===== config.mk =====
export PLATFORM = sky130hd
export DESIGN_NAME = sra_reg_slave
export DESIGN_NICKNAME = d
export VERILOG_FILES = /design/src/rtl/sra_reg_slave.sv
export SDC_FILE = /design/constraint.sdc
export NUM_CORES = 2
export LEC_CHECK = 0
export CORE_MARGIN = 10
export CORE_UTILIZATION = 46
export CTS_CLUSTER_SIZE = 8
export DETAILED_ROUTE_END_ITERATION = 10
export HOLD_SLACK_MARGIN = 0.06
export PLACE_DENSITY = 0.8
export SYNTH_ARGS = -nofsm -noshare
export SYNTH_HDL_FRONTEND = slang
export SYNTH_SLANG_ARGS = --single-unit

===== constraint.sdc =====
create_clock -name clk -period 1.68 [get_ports clk]
set_input_delay 0.336 -clock clk [delete_from_list [all_inputs] [get_ports clk]]
set_output_delay 0.336 -clock clk [all_outputs]
set_load 0.01 [all_outputs]

===== src/rtl/sra_reg_slave.sv =====
// SRA register-file slave: NUM_REGS registers, one-deep response slot, hw side write port.
// Define SRA_REG_WRITE_ACK_EN to acknowledge writes; otherwise writes are posted with no response.
module sra_reg_slave #(
  parameter int DATA_WIDTH_BYTES = 4,
  parameter int ADDR_WIDTH       = 8,
  parameter int M_USER_BITS      = 2,
  parameter int S_USER_BITS      = 2,
  parameter int NUM_REGS         = 16
) (
  input  logic                               clk,
  input  logic                               rst,
  input  logic                               m_valid,
  output logic                               m_ready,
  input  logic [DATA_WIDTH_BYTES*8-1:0]      m_data,
  input  logic [M_USER_BITS-1:0]             m_user,
  input  logic [ADDR_WIDTH-1:0]              m_addr,
  output logic                               s_valid,
  input  logic                               s_ready,
  output logic [DATA_WIDTH_BYTES*8-1:0]      s_data,
  output logic [S_USER_BITS-1:0]             s_user,
  output logic [ADDR_WIDTH-1:0]              s_addr,
  input  logic                               hw_wr_en,
  input  logic [$clog2(NUM_REGS)-1:0]        hw_wr_addr,
  input  logic [DATA_WIDTH_BYTES*8-1:0]      hw_wr_data,
  output logic [NUM_REGS*DATA_WIDTH_BYTES*8-1:0] reg_q,
  output logic [NUM_REGS-1:0]                bus_wr_pulse
);

  localparam int DW = DATA_WIDTH_BYTES * 8;
  localparam int IW = $clog2(NUM_REGS);

`ifdef SRA_REG_WRITE_ACK_EN
  localparam bit WRITE_ACK = 1'b1;
`else
  localparam bit WRITE_ACK = 1'b0;
`endif

  typedef enum logic {SLOT_EMPTY, SLOT_FULL} slot_t;

  slot_t                   slot_q, slot_d;
  logic [DW-1:0]           s_data_q, s_data_d;
  logic [S_USER_BITS-1:0]  s_user_q, s_user_d;
  logic [ADDR_WIDTH-1:0]   s_addr_q, s_addr_d;
  logic [DW-1:0]           regs_q [NUM_REGS];
  logic [DW-1:0]           regs_d [NUM_REGS];
  logic [NUM_REGS-1:0]     pulse_q, pulse_d;

  logic                    accept;
  logic                    is_wr;
  logic                    in_range;
  logic                    resp_en;
  logic [IW-1:0]           idx;
  logic [DW-1:0]           rd_data;
  logic                    unused_m_user;

  assign s_valid  = (slot_q == SLOT_FULL);
  assign m_ready  = !s_valid || s_ready;
  assign accept   = m_valid && m_ready;
  assign is_wr    = m_user[0];
  assign in_range = {1'b0, m_addr} < (ADDR_WIDTH+1)'(NUM_REGS);
  assign idx      = m_addr[IW-1:0];
  assign resp_en  = accept && (WRITE_ACK || !is_wr);
  assign unused_m_user = ^m_user;

  // A hw write landing on the accept edge is forwarded into the read data.
  always_comb begin
    rd_data = regs_q[idx];
    if (hw_wr_en && (hw_wr_addr == idx)) begin
      rd_data = hw_wr_data;
    end
  end

  always_comb begin
    slot_d   = slot_q;
    s_data_d = s_data_q;
    s_user_d = s_user_q;
    s_addr_d = s_addr_q;
    if (resp_en) begin
      slot_d      = SLOT_FULL;
      s_data_d    = (!is_wr && in_range) ? rd_data : '0;
      s_user_d    = '0;
      s_user_d[0] = !in_range;
      s_user_d[1] = is_wr;
      s_addr_d    = m_addr;
    end else if (s_ready) begin
      slot_d = SLOT_EMPTY;
    end
  end

  // Bus write has priority over a hw write to the same register.
  always_comb begin
    for (int i = 0; i < NUM_REGS; i++) begin
      pulse_d[i] = accept && is_wr && in_range && (idx == IW'(i));
      regs_d[i]  = regs_q[i];
      if (pulse_d[i]) begin
        regs_d[i] = m_data;
      end else if (hw_wr_en && (hw_wr_addr == IW'(i))) begin
        regs_d[i] = hw_wr_data;
      end
    end
  end

  always_ff @(posedge clk) begin
    if (rst) begin
      slot_q   <= SLOT_EMPTY;
      s_data_q <= '0;
      s_user_q <= '0;
      s_addr_q <= '0;
      pulse_q  <= '0;
      for (int i = 0; i < NUM_REGS; i++) begin
        regs_q[i] <= '0;
      end
    end else begin
      slot_q   <= slot_d;
      s_data_q <= s_data_d;
      s_user_q <= s_user_d;
      s_addr_q <= s_addr_d;
      pulse_q  <= pulse_d;
      for (int i = 0; i < NUM_REGS; i++) begin
        regs_q[i] <= regs_d[i];
      end
    end
  end

  assign s_data       = s_data_q;
  assign s_user       = s_user_q;
  assign s_addr       = s_addr_q;
  assign bus_wr_pulse = pulse_q;

  for (genvar gi = 0; gi < NUM_REGS; gi++) begin : g_flat
    assign reg_q[gi*DW +: DW] = regs_q[gi];
  end

endmodule


==> flow_summary.yaml <==
status:
  outcome: "finished, violations left"
  violations: "negative setup slack"
critical_path:
  r2r-end: "regs_q[7][3]"
  cp-startpoint: "s_valid"
  cp_max_fo: 36
  r2r-start: "s_valid"
  rrSetupSlack_ns: -0.11
  cp.required_ns: 2.19
  cp.arrival_ns: 2.31
  rr_worst_depth: 9
  endpoint: "regs_q[7][3]"
  critPathKind: "flip-flop to flip-flop"
  end_kind: "flip-flop"
  critPathLaunchType: "flip-flop"
power:
  power_mw: 32.1
  switching_share_pct: 25.3
  internal_power_mw: 24.0
  power_density_nw_per_um2: 754
  combPwrFrac_pct: 10.5
  p_seq_share_pct: 43.5
  peakVddDrop_v: 0.000768
  power.switching_mw: 8.12
  clockPowerShare_pct: 46.1
  leakagePower_nw: 18.3
grt:
  grt_use_met2_pct: 51.8
  grt.met3_usage_pct: 8.81
  grt_util_met1_pct: 40.0
  antenna_found_initial: 6
  grt_pass1_wl_mm: 190
  grt_max_degree: 58
  grt-busiest-layer: "met2"
  first_global_vias: 28600
  gr-total-overflow: 0
  grt_usage_pct: 33.1
min_path:
  whs_path_depth: 3
  min-delay-path-class: "input pin to flip-flop"
timing:
  fin_skew_ns: 0.0238
  max_slew_margin_pct: 53.4
  tightestPinTransition_ns: 0.698
  layout_setup_ws_ns: -0.112
  hold_violations: 0
  fin_crit_sh_pct: 107
  rsz0062_at_grt: "true"
  max_freq_mhz: 558
  final.setup.tns_ns: -4.11
  hold-worst-slack_ns: 0.152
  slew_violations: 0
  finalCriticalPeriod_ns: 1.79
  finalSetupViolCount: 147
route:
  firstDrtPassIters: 8
  routed_wl_mm: 142
  via_per_inst: 6.71
  route.detailed.drc: 0
  drtAntennaViolNets: 0
  drt-initial-drc-count: 4160
  dr_total_vias: 29800
  wire_per_inst_um: 31.9
finish:
  nNetsFinal: 3677
  final_util_pct: 67.2
  areaGrowthSynthToFinish_pct: 43.9
  stdcell_area_um2: 42600
  layout_common_cells: "mux2i_1 (541), dfxtp_1 (540), dlygate4sd2_1 (516)"
  fillers: 4751
  final_cells: 4451
  drive_above_1_share_pct: 23.9
  final_common_cell: "mux2i_1"
yosys:
  synth_top_family_by_area: "multiplexers"
  synth-seq-area-share_pct: 38.7
  synth_mux_area_share_pct: 28.2
  syn_nets: 3035
  post_synth_num_cell_types: 38
  avgSynthCellArea_um2: 10.0
  synth-xor-area-share_pct: 0.118
  synth-seq-cells: 571
  ys_warn_count: 0
  synth_compound_area_share_pct: 17.1
  synth_area_um2: 29600
  syn_inst: 2952
  yosys.area_share.simple_pct: 8.71
  synth_fa_ha_area_share_pct: 0
placement:
  dpl.cell_count: 4304
  routabilityCongestion: 0.902
  dp_hpwl_mm: 90.0
  port_buffers: 653
  dp_slack_ns: -0.737
  placed_area_um2: 38900
clock_tree:
  cts_tree: "built"
  clk_latency_ns: 0.62
  clock_path_buffers: 3
  cts_root_buffer: "clkbuf_16"
  clkSinkCount: 571
  clkTransAtPathRegs_ns: 0.05
  cts_max_level: 3
  cts-buffers-inserted: 81
die:
  core_um2: 63300
  die_w_um: 274
  pin_count: 655
  dieArea_um2: 74800
  die_h_um: 274
  num_rows: 92
  initial_core_util_pct: 46.7
flow_run:
  max_cap_viol_count: 0
[power by group through the flow]
| stage | Sequential [mW] | Combinational, mW | Clock [mW] |
|---|---|---|---|
| after global routing | 13.9 | 3.47 | 15.3 |
| after detailed placement | 14.2 | 3.28 | 0 |
| after CTS | 13.9 | 3.19 | 14.8 |
| after floorplan | 14.2 | 1.57 | 0 |
| final | 13.9 | 3.36 | 14.8 |
| after global placement | 14.2 | 3.25 | 0 |
[cell usage after synthesis, drive strengths merged]
cell,number,share of area [%]
nand2b,4,0.11
nor2,542,7.0
mux2i,544,18
nor2b,3,0.072
clkbuf,159,2.0
nor3b,2,0.068
nor3,2,0.034
and3,1,0.021
nand4,4,0.085
nand2,50,0.63
a22oi,32,0.81
xnor2,1,0.030
nand3b,4,0.10
or3,3,0.063
mux4,128,9.7
o21ai,32,0.54
a21oi,9,0.15
xor2,3,0.089
and2,2,0.042
and3b,1,0.030
o2111a,32,1.2
nand3,14,0.42
and4,1,0.030
a211oi,544,14
inv,1,0.013
buf,262,5.2
nor4,1,0.042
dfxtp,571,39
[sequential cells by signal, summed over array words and instances, names as in the netlist]
register	flops
s_addr	8
bus_wr_pulse	16
s_valid	1
regs_q	512
s_data	32
s_user	2
[area by class of cell]
class                           instances  area, um2  share of cell area, %
Multi-Input combinational cell       1959      17100                   40.2
Sequential cell                       571      11500                   27.0
Timing Repair Buffer                  980      10700                   25.2
Clock buffer                           87       2100                   4.94
Tap cell                              846       1060                   2.49
Clock inverter                          4       72.6                  0.171
Antenna cell                            3       7.51                 0.0176
Inverter                                1       3.75                0.00882
[routing by layer]
metal | vias up | routed length, um
met5 | - | 55
met4 | 8 | 11600
met3 | 718 | 18400
met2 | 2598 | 62600
met1 | 14400 | 49500
li1 | 12200 | -
[critical path, cell delays in order (launching register included)]
cell and delay, ns:
dfxtp_2 0.36, nand2b_4 0.06, and4_4 0.17, buf_12 0.14
buf_16 0.13, nand4_1 0.14, buf_6 0.15, buf_16 0.20
nor2_1 0.07, a211oi_1 0.23
[cell families (layout without fill, tap and decap cells)]
group	count (synthesis)	after routing
simple gates	634	634
compound gates	649	649
xor+xnor	4	4
other cells	0	3
mux	672	672
flops	571	571
buf+inv	422	1072
[repair_timing]
item / CTS / global route
pin swaps: 64 / 26
resized for setup: 735 / 240
gates cloned: 6 / 30
hold buffers: 0 / 1
buffers inserted: 7 / 13
hold endpoints to repair: 0 / 1
endpoints found under the setup margin: 907 / 560
[how the worst min path moves through the flow]
stage | start | endpoint | slack, ns
final | m_addr[4] | s_addr[4] | 0.15
after floorplan | m_addr[3] | s_addr[3] | 0.47
after global routing | m_addr[7] | s_addr[7] | 0.16
after CTS | m_addr[4] | s_addr[4] | 0.12
after detailed placement | s_addr[7] | s_addr[7] | 0.45
after global placement | s_addr[3] | s_addr[3] | 0.44
Power figures use the tool's default switching activity.
